[src/rtl/ds_scan_ctrl.sv]
// Downsampling scan controller: walks a raster source image with a power-of-two
// step, issues reads to a 1-cycle-latency memory and forwards each sample as a write beat.
module ds_scan_ctrl #(
    parameter int IMG_W = 256,
    parameter int IMG_H = 256,
    parameter int AW    = 32,
    parameter int DW    = 8
) (
    input  logic          clock,
    input  logic          rst,
    input  logic          start,
    input  logic [1:0]    factor,
    input  logic          hold,
    output logic [AW-1:0] rd_addr,
    output logic          rd_en,
    input  logic [DW-1:0] rd_data,
    output logic [DW-1:0] wr_data,
    output logic          wr_en,
    output logic          cnt_rst,
    output logic          cnt_inc,
    output logic          busy,
    output logic          done
);

    // Widths leave headroom for one step (max 8) past the image edge before the wrap test.
    localparam int CW = $clog2(IMG_W + 8) + 1;
    localparam int RW = $clog2(IMG_H + 8) + 1;
    localparam int BW = $clog2(IMG_W * (IMG_H + 8)) + 1;

    typedef enum logic [2:0] {
        S_IDLE,
        S_CLR,
        S_READ,
        S_WRITE,
        S_DONE
    } state_t;

    state_t          r_state;
    state_t          w_state_next;
    logic [CW-1:0]   r_col;
    logic [CW-1:0]   w_col_next;
    logic [CW-1:0]   w_col_step;
    logic [RW-1:0]   r_row;
    logic [RW-1:0]   w_row_next;
    logic [RW-1:0]   w_row_step;
    logic [BW-1:0]   r_row_base;
    logic [BW-1:0]   w_row_base_next;
    logic [BW-1:0]   w_row_base_inc;
    logic [BW-1:0]   w_addr;
    logic [3:0]      r_step;
    logic [3:0]      w_step_next;

    assign w_col_step     = r_col + CW'(r_step);
    assign w_row_step     = r_row + RW'(r_step);
    // Constant multiplicand: step is a power of two, so this reduces to a shift.
    assign w_row_base_inc = BW'(r_step) * BW'(IMG_W);
    assign w_addr         = r_row_base + BW'(r_col);

    // Address is only presented while reading, keeping it inside the image at all times.
    assign rd_addr = (r_state == S_READ) ? AW'(w_addr) : '0;

    always_ff @(posedge clock) begin
        if (rst) begin
            r_state    <= S_IDLE;
            r_col      <= '0;
            r_row      <= '0;
            r_row_base <= '0;
            r_step     <= 4'd1;
        end else begin
            r_state    <= w_state_next;
            r_col      <= w_col_next;
            r_row      <= w_row_next;
            r_row_base <= w_row_base_next;
            r_step     <= w_step_next;
        end
    end

    always_comb begin
        w_state_next    = r_state;
        w_col_next      = r_col;
        w_row_next      = r_row;
        w_row_base_next = r_row_base;
        w_step_next     = r_step;
        rd_en           = 1'b0;
        wr_en           = 1'b0;
        wr_data         = '0;
        cnt_rst         = 1'b0;
        cnt_inc         = 1'b0;
        busy            = 1'b0;
        done            = 1'b0;

        case (r_state)
            S_IDLE: begin
                if (start) begin
                    w_step_next  = 4'b0001 << factor;
                    w_state_next = S_CLR;
                end
            end

            S_CLR: begin
                busy            = 1'b1;
                cnt_rst         = 1'b1;
                w_col_next      = '0;
                w_row_next      = '0;
                w_row_base_next = '0;
                w_state_next    = S_READ;
            end

            S_READ: begin
                busy = 1'b1;
                if (!hold) begin
                    rd_en        = 1'b1;
                    w_state_next = S_WRITE;
                end
            end

            S_WRITE: begin
                busy    = 1'b1;
                wr_en   = 1'b1;
                cnt_inc = 1'b1;
                wr_data = rd_data;
                if (w_col_step < CW'(IMG_W)) begin
                    w_col_next   = w_col_step;
                    w_state_next = S_READ;
                end else begin
                    w_col_next      = '0;
                    w_row_next      = w_row_step;
                    w_row_base_next = r_row_base + w_row_base_inc;
                    w_state_next    = (w_row_step >= RW'(IMG_H)) ? S_DONE : S_READ;
                end
            end

            S_DONE: begin
                done         = 1'b1;
                w_state_next = S_IDLE;
            end

            default: begin
                w_state_next = S_IDLE;
            end
        endcase
    end

endmodule

[config.mk]
export PLATFORM = sky130hd
export DESIGN_NAME = ds_scan_ctrl
export DESIGN_NICKNAME = d
export VERILOG_FILES = /design/src/rtl/ds_scan_ctrl.sv
export SDC_FILE = /design/constraint.sdc
export NUM_CORES = 1
export LEC_CHECK = 0
export BUFFER_PORTS_ARGS = -buffer_cell sky130_fd_sc_hd__buf_2
export CAP_MARGIN = 20
export CORE_AREA = 4 4 73 75
export DETAILED_ROUTE_END_ITERATION = 16
export DIE_AREA = 0 0 77 79
export HOLD_SLACK_MARGIN = 0.06
export PLACE_DENSITY_LB_ADDON = 0.2
export RECOVER_POWER = 50
export SYNTH_ARGS = -nofsm -noshare
export SYNTH_HDL_FRONTEND = slang
export SYNTH_SLANG_ARGS = --single-unit
[constraint.sdc]
create_clock -name clock -period 5.65 [get_ports clock]
set_clock_uncertainty 0.2 [all_clocks]
set_input_delay 1.13 -clock clock [delete_from_list [all_inputs] [get_ports clock]]
set_output_delay 1.13 -clock clock [all_outputs]
set_load 0.005 [all_outputs]
==> key figures <==
Outcome
  – Outcome: finished, final reports clean

Die
  – IO Count: 60
  – Starting density of the core: 57.9%
  – Die height: 79 um
  – Die area: 6080 um2
  – Rows: 25
  – Die extent in x: slightly below 80 um
  – Floorplan core area: between 4000 and 5000 um2

Flow run
  – Maxcap violations: 0

Placed design
  – Placed Cells: between 400 and 500
  – Port Buffers: 45
  – Placed instance area: 2840 um2
  – Gp weighted congestion: ~0.87
  – HPWL after DPL: ~4.5 mm

Power and ir drop
  – Pwr dens: approximately 180 nW/um2
  – Sw Share: between 20 and 30%
  – Int Power: 368 uW
  – P_sw: 146 uW
  – Comb power frac: a little under an eighth
  – Pleak: approximately 0.0013 uW
  – Sequential power share: between 50% and 60%
  – Clk pwr share: 35.8%
  – Maximum VDD drop: just under 0.09 mV

CTS
  – Max H-tree Level: 2
  – Clk sink count: 37
  – CTS Hold Buffers Added: 0
  – Worst-Skew Late Latency: slightly below 300 ps
  – Clk buf depth: 2
  – Post-CTS Setup Inserts: 0
  – Post_cts resized: 0
  – CTS Buf Count: 5
  – CTS tree: yes
  – Root buffer cell: clkbuf_8
  – Clock-pin slew on the worst setup and hold paths: ~70 ps

Drt
  – DRC viols: 0
  – Drt wl/cell: roughly 14 um
  – Vias/cell: between 5 and 6
  – Final wirelength: ~6.3 mm
  – Final ANT Viol Nets: 0
  – Detailed Route Iter0 Violations: around 190
  – DRT Pass-1 Iters: 4
  – Detailed-route via count: 2,578

Setup path
  – CP Capture Type: register
  – CP Max Fanout: 38
  – R2R setup slack: 1940 ps
  – Worst flop-to-flop path endpoint: r_row_base[12]
  – CP Class: register to register
  – Element type at the critical path start: register
  – Data required, critical path: roughly 5700 ps
  – Critical path arrival: roughly 3700 ps
  – Reg2reg path depth: 7
  – R2R Path Start: r_step[3]

Cells and area
  – Seq. cell area: around 740 um2
  – Layout cells sized above 1: between 10% and 20%
  – Non-Filler Instances: about 440
  – Synthesis-to-finish area growth: 8.03%
  – Post-layout util: a little over three fifths
  – Fill count: roughly 400
  – Fin area: between 2000 and 3000 um2
  – Multi-input logic area: 1760 um2
  – Antenna Diode Count: 0
  – Final net count: 413

Yosys
  – Avg Cell Area, Syn: about 7.8 um2
  – Sequential element share of the synthesized area: between 20% and 30%
  – Top cell type's share of synthesized area: 27.5%
  – Main synth FF type: dfxtp_1
  – Unique masters post-synth: 52
  – Ys Warns: 0
  – Most numerous cell in the Yosys netlist: dfxtp_1
  – Cell Area, Synth: 2700 um2
  – Ys async rst share: 0%
  – Synth top cells by count: dfxtp_1 (37), nand2_1 (34), nor2_1 (31), a21oi_1 (26), nand3_1 (17)
  – Synth area leader: dfxtp_1
  – Count of flip-flops with a built-in enable after synthesis: 0
  – Post-Synthesis Cells: roughly 350
  – Yosys reg bits: 37
  – Synth area leaders: dfxtp_1 (27%), ha_1 (7.0%), a21oi_1 (4.8%), nand2_1 (4.7%), nor2_1 (4.3%)

Timing
  – Unrepaired setup endpoints after global routing: false
  – Final setup fails: 0
  – Period Utilization, post-route: around 66%
  – Final slew viol count: 0
  – Slew headroom: between 10% and 20%
  – Least-Margin Pin Slew: 1320 ps
  – Setup_tns: 0 ps
  – Fmax: approximately 270 MHz
  – Crit path time final: 3710 ps
  – Final hold vios: 0

Global routing
  – GR Util met1: between 20% and 30%
  – Vias in the first global route: 2,261
  – M3 GR Usage: ~4.3%
  – Largest net degree at the start of global routing: 39
  – Residual overflow from global routing: 0
  – Antenna violations before repair: 0
  – Gr busiest metal: met2
  – Gr usage total: a little over a fifth
  – Met2 Track Usage GR: between 30% and 40%
  – First-pass GRT wire length: ~11 mm

Min path
  – Hold EP: r_col[0]
  – Hold depth: 2
  – HP Start: r_col[0]
  – Hold crit path type: register to register
==> logic make-up (layout without fill, tap and decap cells) <==
kind of cell             after synthesis  count (layout)  synth area share (%)
XOR/XNOR                              17              17                  5.52
multiplexers                           5               5                  1.95
buffers and inverters                 39              61                  8.72
AO/OA/AOI/OAI                         73              73                  16.5
adder cells (fa/ha/maj)               18              18                  9.19
other                                  1              15                 0.139
AND/OR/NAND/NOR                      156             156                  30.5
flip-flops                            37              37                  27.5
==> power groups by stage <==
stage               registers (uW)  clock network, uW  logic (uW)
global route                   270                199        68.5
finish                         270                184        60.5
CTS                            270                189        60.5
detailed placement             276                  0        60.3
global placement               276                  0        59.0
floorplan                      273                  0        50.4
==> cell usage in the layout (no fill, tap or decap), types with 5 or more instances in the layout <==
| master | instances |
|---|---|
| a21oi_1 | 26 |
| ha_1 | 15 |
| nand2_1 | 34 |
| nand3_1 | 18 |
| nand4_1 | 11 |
| xnor2_1 | 9 |
| conb_1 | 15 |
| nor3b_1 | 5 |
| inv_1 | 5 |
| or4_1 | 5 |
| buf_2 | 40 |
| or3_1 | 9 |
| xor2_1 | 8 |
| a31oi_1 | 10 |
| clkbuf_8 | 5 |
| dfxtp_1 | 37 |
| nor2_1 | 31 |
| and2_1 | 5 |
| o21ai_0 | 13 |
| and3_1 | 16 |
==> per-stage QoR <==
stage          setup slack, ps  hold slack [ps]  power, uW
6_report                  1940              278        515
5_1_grt                   1600              294        538
4_1_cts                   2270              280        519
3_5_place_dp              2560              264        336
3_3_place_gp              2630              265        335
2_1_floorplan             2860              245        323
==> state kept, by name, indices dropped and copies added, names as in the netlist <==
signal      cells
r_row          10
r_step          4
r_col          10
r_state         3
r_row_base     10
==> final cells by class <==
class,count,share of cell area [%]
inverters,5,0.644
repair buffers,48,8.16
well taps,54,2.32
multi-input cells,284,60.5
flip-flops and latches,37,25.4
clock buffers,5,2.36
clock inverters,3,0.601
==> how the worst max path moves through the flow <==
stage / startpoint / to / slack (ps) / depth (start not counted)
after floorplan: r_state[0] / wr_data[0] / 2860 / 5
after global placement: rst / r_row_base[17] / 2630 / 5
after detailed placement: r_step[1] / r_row_base[12] / 2560 / 7
after CTS: r_state[0] / wr_data[1] / 2270 / 4
after global routing: r_step[0] / r_row_base[12] / 1600 / 8
final: r_step[3] / r_row_base[12] / 1940 / 7
==> critical path: stages, from the launching register on <==
cell     delay [ps]
dfxtp_1         480
ha_1            330
a21oi_1         290
and2_0          270
or4_1           180
nand3_1         910
or4_1           850
a21oi_1         150
==> per-layer routing <==
| metal | vias to the layer above | part of all wire [%] |
|---|---|---|
| met5 | - | 0 |
| met4 | 0 | 1.2 |
| met3 | 4 | 7.7 |
| met2 | 111 | 47 |
| met1 | 1171 | 44 |
| li1 | 1292 | - |
(Power assumes the default switching activity.)
